===== config.mk =====
export PLATFORM = sky130hd
export DESIGN_NAME = fft_sample_loader
export DESIGN_NICKNAME = d
export VERILOG_FILES = /design/src/rtl/fft_sample_loader.sv
export SDC_FILE = /design/constraint.sdc
export NUM_CORES = 1
export LEC_CHECK = 0
export BUFFER_PORTS_ARGS = -buffer_cell sky130_fd_sc_hd__buf_2
export CAP_MARGIN = 15
export CORE_ASPECT_RATIO = 1.2
export CORE_MARGIN = 2
export CORE_UTILIZATION = 50
export CTS_BUF_LIST = sky130_fd_sc_hd__clkbuf_4 sky130_fd_sc_hd__clkbuf_8
export CTS_CLUSTER_SIZE = 30
export DETAILED_ROUTE_END_ITERATION = 10
export PLACE_DENSITY_LB_ADDON = 0.15
export SYNTH_ARGS = -nofsm -noshare
export SYNTH_HDL_FRONTEND = slang
export SYNTH_SLANG_ARGS = --single-unit

===== constraint.sdc =====
create_clock -name clk -period 1.8 [get_ports clk]
set_input_delay 0.36 -clock clk [delete_from_list [all_inputs] [get_ports clk]]
set_output_delay 0.36 -clock clk [all_outputs]
set_load 0.01 [all_outputs]

===== src/rtl/fft_sample_loader.sv =====
// Front-end loader for the radix-2 FFT: writes one N-point frame into working memory,
// kicks the AGU and holds off input until finish. Macro FFT_LOADER_BITREV_EN selects bit-reversed addressing.
module fft_sample_loader #(
  parameter int unsigned N  = 8,
  parameter int unsigned DW = 16,
  parameter int unsigned AW = $clog2(N)
) (
  input  logic            clk,
  input  logic            rst_n,
  input  logic            in_valid,
  output logic            in_ready,
  input  logic [DW-1:0]   in_re,
  input  logic [DW-1:0]   in_im,
  input  logic            in_last,
  output logic            wr_en,
  output logic [AW-1:0]   wr_addr,
  output logic [2*DW-1:0] wr_data,
  output logic            fft_start,
  input  logic            fft_finish,
  output logic            busy,
  output logic            frame_err,
  output logic [15:0]     frames_done
);

  typedef enum logic [1:0] {StLoad, StDrain, StKick, StWait} state_e;

  state_e            state_q, state_d;
  logic [AW-1:0]     count_q, count_d;
  logic              in_ready_q;
  logic              wr_en_q;
  logic [AW-1:0]     wr_addr_q;
  logic [2*DW-1:0]   wr_data_q;
  logic              fft_start_q;
  logic              busy_q;
  logic              frame_err_q;
  logic [15:0]       frames_done_q;

  logic beat;
  logic last_slot;

  assign beat      = in_valid && in_ready_q;
  assign last_slot = (count_q == AW'(N - 1));

  function automatic logic [AW-1:0] addr_map(input logic [AW-1:0] c);
    logic [AW-1:0] r;
`ifdef FFT_LOADER_BITREV_EN
    for (int i = 0; i < int'(AW); i++) begin
      r[i] = c[int'(AW) - 1 - i];
    end
`else
    r = c;
`endif
    return r;
  endfunction

  always_comb begin
    state_d = state_q;
    count_d = count_q;
    unique case (state_q)
      StLoad: begin
        if (beat) begin
          if (last_slot) begin
            count_d = '0;
            state_d = StDrain;
          end else if (in_last) begin
            // Early last: drop the partial frame and realign to a new one.
            count_d = '0;
          end else begin
            count_d = count_q + AW'(1);
          end
        end
      end
      StDrain: state_d = StKick;
      StKick:  state_d = StWait;
      StWait:  if (fft_finish) state_d = StLoad;
      default: state_d = StLoad;
    endcase
  end

  always_ff @(posedge clk) begin
    if (!rst_n) begin
      state_q       <= StLoad;
      count_q       <= '0;
      in_ready_q    <= 1'b0;
      wr_en_q       <= 1'b0;
      wr_addr_q     <= '0;
      wr_data_q     <= '0;
      fft_start_q   <= 1'b0;
      busy_q        <= 1'b0;
      frame_err_q   <= 1'b0;
      frames_done_q <= '0;
    end else begin
      state_q     <= state_d;
      count_q     <= count_d;
      in_ready_q  <= (state_d == StLoad);
      busy_q      <= (state_d != StLoad);
      wr_en_q     <= beat;
      if (beat) begin
        wr_addr_q <= addr_map(count_q);
        wr_data_q <= {in_re, in_im};
      end
      fft_start_q <= (state_d == StKick);
      frame_err_q <= beat && (in_last != last_slot);
      if (state_d == StKick) begin
        frames_done_q <= frames_done_q + 16'd1;
      end
    end
  end

  assign in_ready    = in_ready_q;
  assign wr_en       = wr_en_q;
  assign wr_addr     = wr_addr_q;
  assign wr_data     = wr_data_q;
  assign fft_start   = fft_start_q;
  assign busy        = busy_q;
  assign frame_err   = frame_err_q;
  assign frames_done = frames_done_q;

endmodule

Yosys cells after proc, flatten, opt, wreduce, memory -nomap -nowiden:

Cells that the tools add are included.

* bits in registers: 61
* input port bits: 37
* output and inout port bits: 56
* word-level logic and storage cells: 30

* add/sub/neg operators: 2
* equal/unequal tests: 6
* multiplexer cells: 6
* reductions and logical operators: 6

Operator list (count)
* $add A16 B1 Y16 const B: 1
* $pmux W2 S4: 1
* $eq A2 B2 Y1 const B: 3
* $mux W2: 3
* $mux W3: 2
* $logic_not A2 Y1: 2
* $add A3 B1 Y3 const B: 1
* $eq A3 B3 Y1 const B: 1
* $eq A2 B1 Y1 const B: 1
* $logic_and A1 B1 Y1: 2
* $reduce_and A2 Y1: 1
* $reduce_bool A2 Y1: 1
* $ne A1 B1 Y1: 1

Depth between registers and ports, before layout:

Gate-level depths: netlist of the first run.

* depth in word-level cells: 5
* depth in mapped cells: 5
* mapped depth without buffers: 5

Worst setup path after synthesis of the first run:

Ideal clock, no wire load.

* path type: register to register
* from: reg frames_done_q[2] (netlist: frames_done[2])
* to: reg frames_done_q[11] (netlist: frames_done[11])
* setup time: 71 ps
* data arrival time: 1459 ps
* data required time: 1729 ps
* path slack: 270 ps
* cell stages (with the launch flop): 6
* path buffers: 1
* period minus slack after synthesis: 1530 ps
* path through: dfxtp_1 nand3_2 or2_1 clkbuf_2 or4b_1 a21oi_1

* longest elaborated chain between the ends: 1

Ends and longest elaborated chain
* from (decl): RTL line 36 `logic [15:0] frames_done_q;`
* from (signal assigned): RTL line 105 `frames_done_q <= frames_done_q + 16'd1;`
* $add A16 B1 Y16: RTL line 105

No other way between the ends.
A chain may end at the register's enable or synchronous reset.

Worst setup path after layout of the first run:

* from: reg state_q[1]
* to: reg frames_done_q[11] (netlist: frames_done[11])

* longest elaborated chain between the ends: 4
* elaborated cells between the ends (all ways): 9
* classes of those cells: eq/ne (4); mux (4); reduce/logical (1)

Ends and longest elaborated chain
* from (decl): RTL line 27 `state_e state_q, state_d;`
* from (signal assigned): RTL line 82 `state_q <= StLoad;`
* from (signal assigned): RTL line 93 `state_q <= state_d;`
* $mux W2: RTL line 62 `if (last_slot) begin`
* $mux W2: RTL line 61 `if (beat) begin`
* $pmux W2 S4 (*): RTL line 59 `unique case (state_q)`
* $eq A2 B2 Y1 (*): RTL line 104 `if (state_d == StKick) begin`

Every way passes the cells marked *; elsewhere a longest branch is shown, timed or not.

==> results of run 1 <==
==> sequential cells by signal (all words and copies together) (netlist names) <==
register     flops
frames_done     16
frame_err        1
wr_data         32
count_q          3
wr_en            1
in_ready         1
wr_addr          3
state_q          2
fft_start        1
busy             1
==> worst paths after layout <==
| path | startpoint | to |
|---|---|---|
| worst max-delay path | state_q[1]$_SDFF_PN0_ | frames_done[11]$_SDFFE_PN0P_ |
| worst min register to register | wr_data[3]$_SDFFE_PN0P_ | wr_data[3]$_SDFFE_PN0P_ |
| worst min-delay path | fft_finish | state_q[1]$_SDFF_PN0_ |
| worst max register to register | state_q[1]$_SDFF_PN0_ | frames_done[11]$_SDFFE_PN0P_ |
==> cell type report <==
type | instances | area share (%)
repair buffers | 100 | 17.44
clock buffers | 13 | 5.649
well taps | 58 | 2.374
multi-input cells | 201 | 33.36
inverters | 2 | 0.2456
clock inverters | 1 | 0.9824
flip-flops and latches | 61 | 39.95
==> logic make-up after synthesis <==
group,Yosys count
simple gates,134
flops,61
compound gates,52
buf+inv,19
xor+xnor,10
fa+ha+maj,3
mux,2
==> power breakdown <==
| part | internal, mW | switching (mW) | leakage (nW) |
|---|---|---|---|
| logic | 0.0872 | 0.114 | 0.757 |
| clock network | 0.753 | 0.482 | 0.105 |
| registers | 1.39 | 0.0172 | 0.496 |
==> placed cells by master (no fill, tap or decap), types with 4 or more instances in the layout <==
cell type | synthesis | final
nand3_1 | 7 | 7
nand2b_1 | 5 | 5
xnor2_1 | 7 | 7
nand2_1 | 82 | 82
buf_2 | 1 | 92
nor3_1 | 6 | 6
a21oi_1 | 42 | 42
dfxtp_1 | 61 | 61
o21ai_0 | 4 | 4
clkbuf_8 | 0 | 12
nor2_1 | 15 | 15
buf_4 | 0 | 7
==> metal layers <==
metal | track usage [%] | wire length [µm] | up-vias
li1 | - | - | 1123
met1 | 23.41 | 2186 | 969
met2 | 35.80 | 2657 | 66
met3 | 5.874 | 331 | 7
met4 | 11.84 | 81 | 0
met5 | 0 | 0 | -
==> per-stage QoR <==
stage / cell area (µm²) / setup slack [ns] / util, % / total power [mW] / std cells
final: 3057 / 0.2146 / 67.52 / 2.840 / 436
after CTS: 3057 / 0.2234 / 67.52 / 2.877 / 436
after global routing: 3057 / 0.1161 / 67.52 / 2.954 / 436
after global placement: 2854 / 0.2867 / 63.05 / 1.634 / 422
after detailed placement: 2854 / 0.2430 / 63.05 / 1.637 / 422
after floorplan: 2315 / 0.2700 / - / 1.535 / 281
==> key figures, run 1 <==
Synth
  – Cells taking the most area after synthesis: dfxtp_1 (53%), nand2_1 (13%), a21oi_1 (9.1%)
  – Seq cells post-synth: 61
  – Synth Area in Simple Gates: 25.84%
  – Cell taking the most area after synthesis: dfxtp_1
  – Ys async rst share: 0%
  – Sequential element share of the synthesized area: 52.76%
  – Compound-gate portion of the synthesized area: 11.95%
  – Post-synthesis xor/xnor area fraction: 3.784%
  – Syn_nets: 321
  – Post-Syn Area per Cell: 8.237 µm²
  – Netlist cell types: 32
  – Post-synthesis mux area share: 0.8649%
  – Top cell type's share of synthesized area: 52.76%
  – Synth cell count leaders: nand2_1 (82), dfxtp_1 (61), a21oi_1 (42)
  – Most used DFF post-synth: dfxtp_1
  – EDFF count, synth: 0
  – Main combinational cell family by area after synthesis: simple AND/OR/NAND/NOR gates
  – Cell with the most instances after synthesis: nand2_1
  – Post-Synth Adder-Cell Area: 1.622%
  – YS warnings: 0
  – Post-Syn Instances: 281
  – Mapped Area: 2315 µm²

GRT
  – Largest net degree at the start of global routing: 41
  – Antenna violations before repair: 0
  – Vias in the first global route: 2007
  – Total grt overflow: 0
  – GRT Total Usage: 21.17%
  – First-pass GRT wire length: 8473 µm

Critical path
  – R2R setup slack: 0.21 ns
  – Worst path required time: 2.06 ns
  – Critical Path End Type: register
  – Reg2Reg Depth: 4
  – CP max stage delay: 0.48 ns
  – Crit path launch type: register
  – Kind of critical path: reg -> reg
  – Crit path max-delay family: simple AND/OR/NAND/NOR gates
  – CP max stage cell: or4b_1
  – Buffers & Inverters on Critical Path: 0
  – CP Data Arrival Time: 1.84 ns
  – Crit. path cell count: 4
  – Maximum fanout along the worst path: 11
  – Worst path cell trace: nand2b_1, or2_1, or4b_1, a21oi_1

Detailed routing
  – Vias: 2165
  – Avg WL per Cell: 12.06 µm
  – Via density per instance: 4.966
  – Initial DRC count: 206
  – Residual DRC: 0
  – First-pass detailed-route iteration total: 4
  – Antenna Violating Nets Remaining: 0
  – Post-Route WL: 5257 µm

CTS
  – Clk_lat worst skew: 0.33 ns
  – CTS resizes: 0
  – Clock Pin Slew Worst Setup and Hold Paths: 0.06 ns
  – H-tree depth: 3
  – Number of setup buffers added after CTS: 0
  – Clock Root Buffer: clkbuf_8
  – Bufs on Longest Clock Path: 2
  – CTS buffer count: 9
  – Hold buffers post-CTS: 0
  – Sink Count: 61
  – CTS tree: yes

Cells and area
  – Antenna cell count: 0
  – Final nets: 415
  – Share of cells above drive strength 1: 30.42%
  – Fillers: 417
  – Area of the multi-input gates: 1020 µm²
  – Register Area: 1221 µm²
  – Area growth syn-to-layout: 32.05%

Die
  – Die Y: 78.54 µm
  – Core Rows: 27
  – Die W: 66.11 µm
  – DIE AREA: 5192 µm²
  – Num ports: 93
  – Core area: 4527 µm²
  – Initial Utilization: 51.13%

Placement
  – Routability Congestion: 0.7474
  – DP Wirelength: 3548 µm
  – Port bufs: 92

Timing
  – Fin crit period: 1.585 ns
  – RSZ-0062 raised after global routing: false
  – Final hold slack: 0.2544 ns
  – Slew HR: 63.18%
  – Fin. max-slew vios: 0
  – Slew at the pin with the worst max-slew slack: 0.5481 ns
  – Final setup vio count: 0
  – Setup TNS: 0 ns
  – Clk_skew: 0.004592 ns
  – Final Hold Viols: 0
  – Max Fclk: 0.6308 GHz
  – Crit share post-route: 88.08%

Job
  – Max-cap violations: 0

Power
  – Static Leak: 1.357 nW
  – Worst VDD drop: 0.6010 mV
  – Pwr Density: 929.2 nW/µm²

Worst hold path
  – Hold-critical path depth: 2
  – Hold WC Path Type: in -> reg

Outcome
  – Run status: complete, no violations
(Power assumes the default switching activity.)
==> run 2, diff against run 1 <==
- CORE_ASPECT_RATIO: 1.2 -> 1.25
==> run 2 against run 1 <==
Compared with the run above: worst hold slack is essentially flat; die area about the same; first-iteration DRC count fell by 41%; setup slack gained 0.049 ns; via count grew 0.83%; sequential cell count stayed put; largest cell class unchanged; highest routed layer unchanged.
==> key figures, run 2 (synthesis results as in run 1) <==
Cells and area
  – Share of cells above drive strength 1: 30.97% (was 30.42%)
  – Max reg flops: 32 (unchanged)
  – Most frequent cells in the layout: buf_2 (92), nand2_1 (82), dfxtp_1 (61) (unchanged)
  – Non-filler cells, final: 439 (was 436)
  – Final nets: 416 (was 415)
  – Antenna cell count: 0 (unchanged)
  – Commonest non-fill, non-tap cell in the layout: buf_2 (unchanged)
  – Area growth syn-to-layout: 31.51% (was 32.05%)

Critical path
  – Worst path required time: 2.06 ns (about the same)
  – Setup crit start: frames_done[2]$_SDFFE_PN0P_ (was state_q[1]$_SDFF_PN0_)
  – Kind of critical path: reg -> reg (unchanged)
  – Critical Path End Type: register (unchanged)
  – CP max stage delay: 0.47 ns (was 0.48 ns)
  – Buffers & Inverters on Critical Path: 0 (unchanged)
  – Crit path max-delay family: simple AND/OR/NAND/NOR gates (unchanged)
  – CP max stage cell: or4b_1 (unchanged)
  – Reg2Reg Depth: 4 (unchanged)
  – R2R setup slack: 0.26 ns (was 0.21 ns)
  – CP Data Arrival Time: 1.79 ns (was 1.84 ns)
  – Crit path launch type: register (unchanged)
  – R2R Path Start: frames_done[2]$_SDFFE_PN0P_ (was state_q[1]$_SDFF_PN0_)
  – Reg-to-Reg End: frames_done[11]$_SDFFE_PN0P_ (unchanged)
  – Maximum fanout along the worst path: 5 (was 11)
  – Crit. path cell count: 4 (unchanged)
  – Crit path to: frames_done[11]$_SDFFE_PN0P_ (unchanged)
  – Worst path cell trace: nand3_2, or2_1, or4b_1, a21oi_1 (was nand2b_1, or2_1, or4b_1, a21oi_1)

GRT
  – Largest net degree at the start of global routing: 38 (was 41)
  – Vias in the first global route: 2102 (was 2007)
  – GRT Total Usage: 21.92% (was 21.17%)
  – Total grt overflow: 0 (unchanged)
  – Antenna violations before repair: 0 (unchanged)
  – First-pass GRT wire length: 8763 µm (was 8473 µm)

Power
  – Sw Share: 22.51% (was 21.56%)
  – Sequential Power Share: 50.5% (was 49.5%)
  – Power, Total: 2.780 mW (was 2.840 mW)
  – Clk pwr share: 42.4% (was 43.5%)
  – Logic pwr share: 7.1% (about the same)
  – Worst VDD drop: 0.6699 mV (was 0.6010 mV)
  – Internal cell power: 2.154 mW (was 2.228 mW)
  – P_sw: 0.6256 mW (was 0.6124 mW)
  – Static Leak: 1.358 nW (was 1.357 nW)
  – Pwr Density: 913.1 nW/µm² (was 929.2 nW/µm²)

Placement
  – Placed insts: 423 (was 422)
  – Port bufs: 92 (unchanged)
  – DP Wirelength: 3603 µm (was 3548 µm)
  – Routability Congestion: 0.7802 (was 0.7474)

Die
  – Num ports: 93 (unchanged)
  – Core Rows: 27 (unchanged)
  – Die Y: 80.07 µm (was 78.54 µm)
  – DIE AREA: 5193 µm² (was 5192 µm²)
  – Initial Utilization: 52.30% (was 51.13%)
  – Core area: 4425 µm² (was 4527 µm²)
  – Die W: 64.86 µm (was 66.11 µm)

Detailed routing
  – Antenna Violating Nets Remaining: 0 (unchanged)
  – Avg WL per Cell: 11.70 µm (was 12.06 µm)
  – Residual DRC: 0 (unchanged)
  – Post-Route WL: 5138 µm (was 5257 µm)
  – Vias: 2183 (was 2165)
  – Via density per instance: 4.973 (was 4.966)
  – Initial DRC count: 121 (was 206)
  – First-pass detailed-route iteration total: 4 (unchanged)

CTS
  – CTS buffer count: 9 (unchanged)
  – Clock Root Buffer: clkbuf_8 (unchanged)
  – Hold buffers post-CTS: 0 (unchanged)
  – CTS resizes: 0 (unchanged)
  – Clock Pin Slew Worst Setup and Hold Paths: 0.07 ns (was 0.06 ns)
  – Clk_lat worst skew: 0.33 ns (about the same)
  – Bufs on Longest Clock Path: 2 (unchanged)
  – Number of setup buffers added after CTS: 0 (unchanged)
  – Sink Count: 61 (unchanged)
  – CTS tree: yes (unchanged)
  – H-tree depth: 3 (unchanged)

Job
  – Max-cap violations: 0 (unchanged)

Worst hold path
  – Hold-critical path depth: 2 (unchanged)
  – Hold WC Path Type: in -> reg (unchanged)

Timing
  – Slew HR: 60.56% (was 63.18%)
  – Final Hold Viols: 0 (unchanged)
  – RSZ-0062 raised after global routing: false (unchanged)
  – Clk_skew: 0.007209 ns (was 0.004592 ns)
  – Fin. max-slew vios: 0 (unchanged)
  – Slew at the pin with the worst max-slew slack: 0.5870 ns (was 0.5481 ns)
  – Setup TNS: 0 ns (unchanged)
  – Final setup vio count: 0 (unchanged)
  – Crit share post-route: 85.33% (was 88.08%)
  – Max Fclk: 0.6511 GHz (was 0.6308 GHz)
  – Fin crit period: 1.536 ns (was 1.585 ns)

Outcome
  – Run status: complete, no violations (unchanged)
run 2: changes by cell type in the layout (fill, tap and decap cells not counted):
cell and change:
buf_12 -1, buf_4 +2, clkbuf_8 -2, clkinv_2 +4
run 2: layout make-up:
cell class	instances	area [µm²]
multi-input combinational	201	1020
fill	399	1381
timing repair buffer	101	528.0
clock inverter	5	50.05
sequential	61	1221
inverter	2	7.507
clock buffer	11	145.1
tap	58	72.57
run 2: worst min path at each step:
stage / slack [ns] / from / endpoint
finish: 0.25 / fft_finish / state_q[1]$_SDFF_PN0_
global route: 0.25 / in_re[5] / wr_data[21]$_SDFFE_PN0P_
CTS: 0.25 / fft_finish / state_q[1]$_SDFF_PN0_
detailed placement: 0.44 / wr_data[16]$_SDFFE_PN0P_ / wr_data[16]$_SDFFE_PN0P_
global placement: 0.44 / wr_data[16]$_SDFFE_PN0P_ / wr_data[16]$_SDFFE_PN0P_
floorplan: 0.45 / count_q[1]$_SDFFE_PN0P_ / wr_addr[1]$_SDFFE_PN0P_
run 2: power by group through the flow:
stage | clock, mW | sequential [mW] | combinational (mW)
2_1_floorplan | 0 | 1.45 | 0.0835
3_3_place_gp | 0 | 1.43 | 0.198
3_5_place_dp | 0 | 1.43 | 0.200
4_1_cts | 1.20 | 1.40 | 0.201
5_1_grt | 1.26 | 1.41 | 0.225
6_report | 1.18 | 1.40 | 0.198
run 2: metal layers:
| layer | vias to the layer above | GRT usage [%] | part of all wire [%] |
|---|---|---|---|
| met1 | 967 | 23.57 | 42 |
| met5 | - | 0 | 0 |
| met3 | 15 | 8.403 | 7.4 |
| met2 | 76 | 37.73 | 48 |
| li1 | 1125 | - | - |
| met4 | 0 | 10.00 | 2.7 |
run 2: through the flow:
stage / setup slack [ns] / utilization (%) / hold slack [ns] / cell area, µm²
after floorplan: 0.2700 / - / 0.4490 / 2315
final: 0.2641 / 68.79 / 0.2548 / 3044
after detailed placement: 0.2748 / 64.38 / 0.4437 / 2849
after global routing: 0.1584 / 68.79 / 0.2492 / 3044
after global placement: 0.2909 / 64.38 / 0.4384 / 2849
after CTS: 0.2604 / 68.79 / 0.2484 / 3044
==> run 3, diff against run 2 <==
- PLACE_DENSITY: unset -> 0.85
- PLACE_DENSITY_LB_ADDON: 0.15 -> unset
==> run 3 against run 2 <==
Compared with the run above: setup slack got worse by 0.063 ns; combinational power barely moved; sequential share of layout area fell by 0.25 points; sequential power barely moved; power rose by 6.7%; final area rose by 0.62%; clock-buffer cell count rose by 1; critical endpoint is now frames_done[14]$_SDFFE_PN0P_; largest cell class unchanged.
==> key figures, run 3 (synthesis results as in run 1) <==
GRT
  – GRT Total Usage: 22.12% (was 21.92%)
  – Total grt overflow: 0 (unchanged)
  – Largest net degree at the start of global routing: 38 (unchanged)
  – Antenna violations before repair: 0 (unchanged)
  – First-pass GRT wire length: 8894 µm (was 8763 µm)
  – Vias in the first global route: 2184 (was 2102)

Die
  – Initial Utilization: 52.30% (unchanged)
  – Core area: 4425 µm² (unchanged)
  – Core Rows: 27 (unchanged)
  – Die W: 64.86 µm (unchanged)
  – Num ports: 93 (unchanged)
  – DIE AREA: 5193 µm² (unchanged)
  – Die Y: 80.07 µm (unchanged)

Timing
  – Crit share post-route: 88.80% (was 85.33%)
  – Slew at the pin with the worst max-slew slack: 0.4965 ns (was 0.5870 ns)
  – Max Fclk: 0.6256 GHz (was 0.6511 GHz)
  – Setup TNS: 0 ns (unchanged)
  – RSZ-0062 raised after global routing: false (unchanged)
  – Final setup vio count: 0 (unchanged)
  – Clk_skew: 0.007013 ns (was 0.007209 ns)
  – Fin. max-slew vios: 0 (unchanged)
  – Slew HR: 66.65% (was 60.56%)
  – Final Hold Viols: 0 (unchanged)
  – Fin crit period: 1.598 ns (was 1.536 ns)

Critical path
  – Worst path required time: 2.06 ns (about the same)
  – Maximum fanout along the worst path: 5 (unchanged)
  – Crit path launch type: register (unchanged)
  – Kind of critical path: reg -> reg (unchanged)
  – CP Data Arrival Time: 1.85 ns (was 1.79 ns)
  – Critical Path End Type: register (unchanged)

CTS
  – CTS tree: yes (unchanged)
  – Bufs on Longest Clock Path: 2 (unchanged)
  – CTS resizes: 0 (unchanged)
  – Clock Pin Slew Worst Setup and Hold Paths: 0.07 ns (about the same)
  – CTS buffer count: 9 (unchanged)
  – Sink Count: 61 (unchanged)
  – Clk_lat worst skew: 0.33 ns (about the same)
  – Hold buffers post-CTS: 0 (unchanged)
  – Clock Root Buffer: clkbuf_8 (unchanged)
  – H-tree depth: 3 (unchanged)
  – Number of setup buffers added after CTS: 0 (unchanged)

Detailed routing
  – Vias: 2235 (was 2183)
  – Via density per instance: 5.114 (was 4.973)
  – Antenna Violating Nets Remaining: 0 (unchanged)
  – Initial DRC count: 125 (was 121)
  – Avg WL per Cell: 12.35 µm (was 11.70 µm)
  – First-pass detailed-route iteration total: 4 (unchanged)
  – Post-Route WL: 5399 µm (was 5138 µm)
  – Residual DRC: 0 (unchanged)

Outcome
  – Run status: complete, no violations (unchanged)

Worst hold path
  – Hold WC Path Type: in -> reg (unchanged)

Cells and area
  – Fillers: 369 (was 399)
  – Commonest non-fill, non-tap cell in the layout: buf_2 (unchanged)
  – Register Area: 1221 µm² (unchanged)
  – Final nets: 414 (was 416)
  – Area growth syn-to-layout: 32.32% (was 31.51%)
  – Area of the multi-input gates: 1020 µm² (unchanged)
  – Max reg flops: 32 (unchanged)
  – Antenna cell count: 0 (unchanged)
  – Non-filler cells, final: 437 (was 439)
  – Share of cells above drive strength 1: 30.61% (was 30.97%)
  – Most frequent cells in the layout: buf_2 (92), nand2_1 (82), dfxtp_1 (61) (unchanged)

Power
  – Internal cell power: 2.337 mW (was 2.154 mW)
  – Logic pwr share: 6.6% (was 7.1%)
  – Sw Share: 21.17% (was 22.51%)
  – Worst VDD drop: 0.9697 mV (was 0.6699 mV)
  – Static Leak: 1.366 nW (was 1.358 nW)
  – P_sw: 0.6276 mW (was 0.6256 mW)
  – Sequential Power Share: 47.4% (was 50.5%)
  – Pwr Density: 968.0 nW/µm² (was 913.1 nW/µm²)
  – Clk pwr share: 46.0% (was 42.4%)

Placement
  – Port bufs: 92 (unchanged)
  – Routability Congestion: 0.8171 (was 0.7802)
  – Placed insts: 421 (was 423)
  – DP Wirelength: 3778 µm (was 3603 µm)

Job
  – Max-cap violations: 0 (unchanged)
==> run 3: changes by cell type in the layout (fill, tap and decap cells not counted), sizes merged <==
| cell | change |
|---|---|
| inv | +1 |
| clkinv | -3 |
| buf | -2 |
| clkbuf | +1 |
| bufinv | +1 |
==> run 3: power groups by stage <==
stage          combinational [mW]  clock, mW  sequential [mW]
3_5_place_dp                0.199          0             1.43
5_1_grt                     0.220       1.45             1.41
6_report                    0.197       1.36             1.40
3_3_place_gp                0.196          0             1.43
4_1_cts                     0.200       1.39             1.40
2_1_floorplan              0.0835          0             1.45
==> run 3: layout make-up <==
type | count | share of cell area (%)
clock buffer | 12 | 5.188
clock inverter | 4 | 2.288
inverter | 2 | 0.2451
multi-input combinational | 201 | 33.29
sequential | 61 | 39.87
tap | 58 | 2.369
timing repair buffer | 99 | 16.75
==> run 3: through the flow <==
stage	area [µm²]	setup WS [ns]	power, mW	utilization, %	hold slack [ns]
CTS	3063	0.2097	2.994	69.21	0.2532
global placement	2834	0.2930	1.629	64.04	0.4385
finish	3063	0.2015	2.965	69.21	0.2648
detailed placement	2834	0.2469	1.633	64.04	0.4430
floorplan	2315	0.2700	1.535	-	0.4490
global route	3063	0.08080	3.075	69.21	0.2511
==> run 3: path summary, 6_finish.rpt <==
check,from,to,slack (ns),cells after the start
setup / recovery,frames_done[8]$_SDFFE_PN0P_,frames_done[14]$_SDFFE_PN0P_,0.20,4
hold / removal,in_re[13],wr_data[29]$_SDFFE_PN0P_,0.26,3
hold reg to reg,wr_data[29]$_SDFFE_PN0P_,wr_data[29]$_SDFFE_PN0P_,0.45,2
setup reg to reg,frames_done[8]$_SDFFE_PN0P_,frames_done[14]$_SDFFE_PN0P_,0.20,4
==> run 3: routing by layer <==
layer / GRT usage (%) / part of all wire, %
met1: 22.20 / 41
met2: 38.56 / 49
met3: 7.843 / 8.3
met4: 13.83 / 1.9
met5: 0 / 0
==> run 3: worst max-delay path, stage by stage, from the launching register on <==
cell and delay, ns:
dfxtp_1 0.44, nand3_1 0.18, or3_1 0.40, or3_1 0.35, a21oi_1 0.16
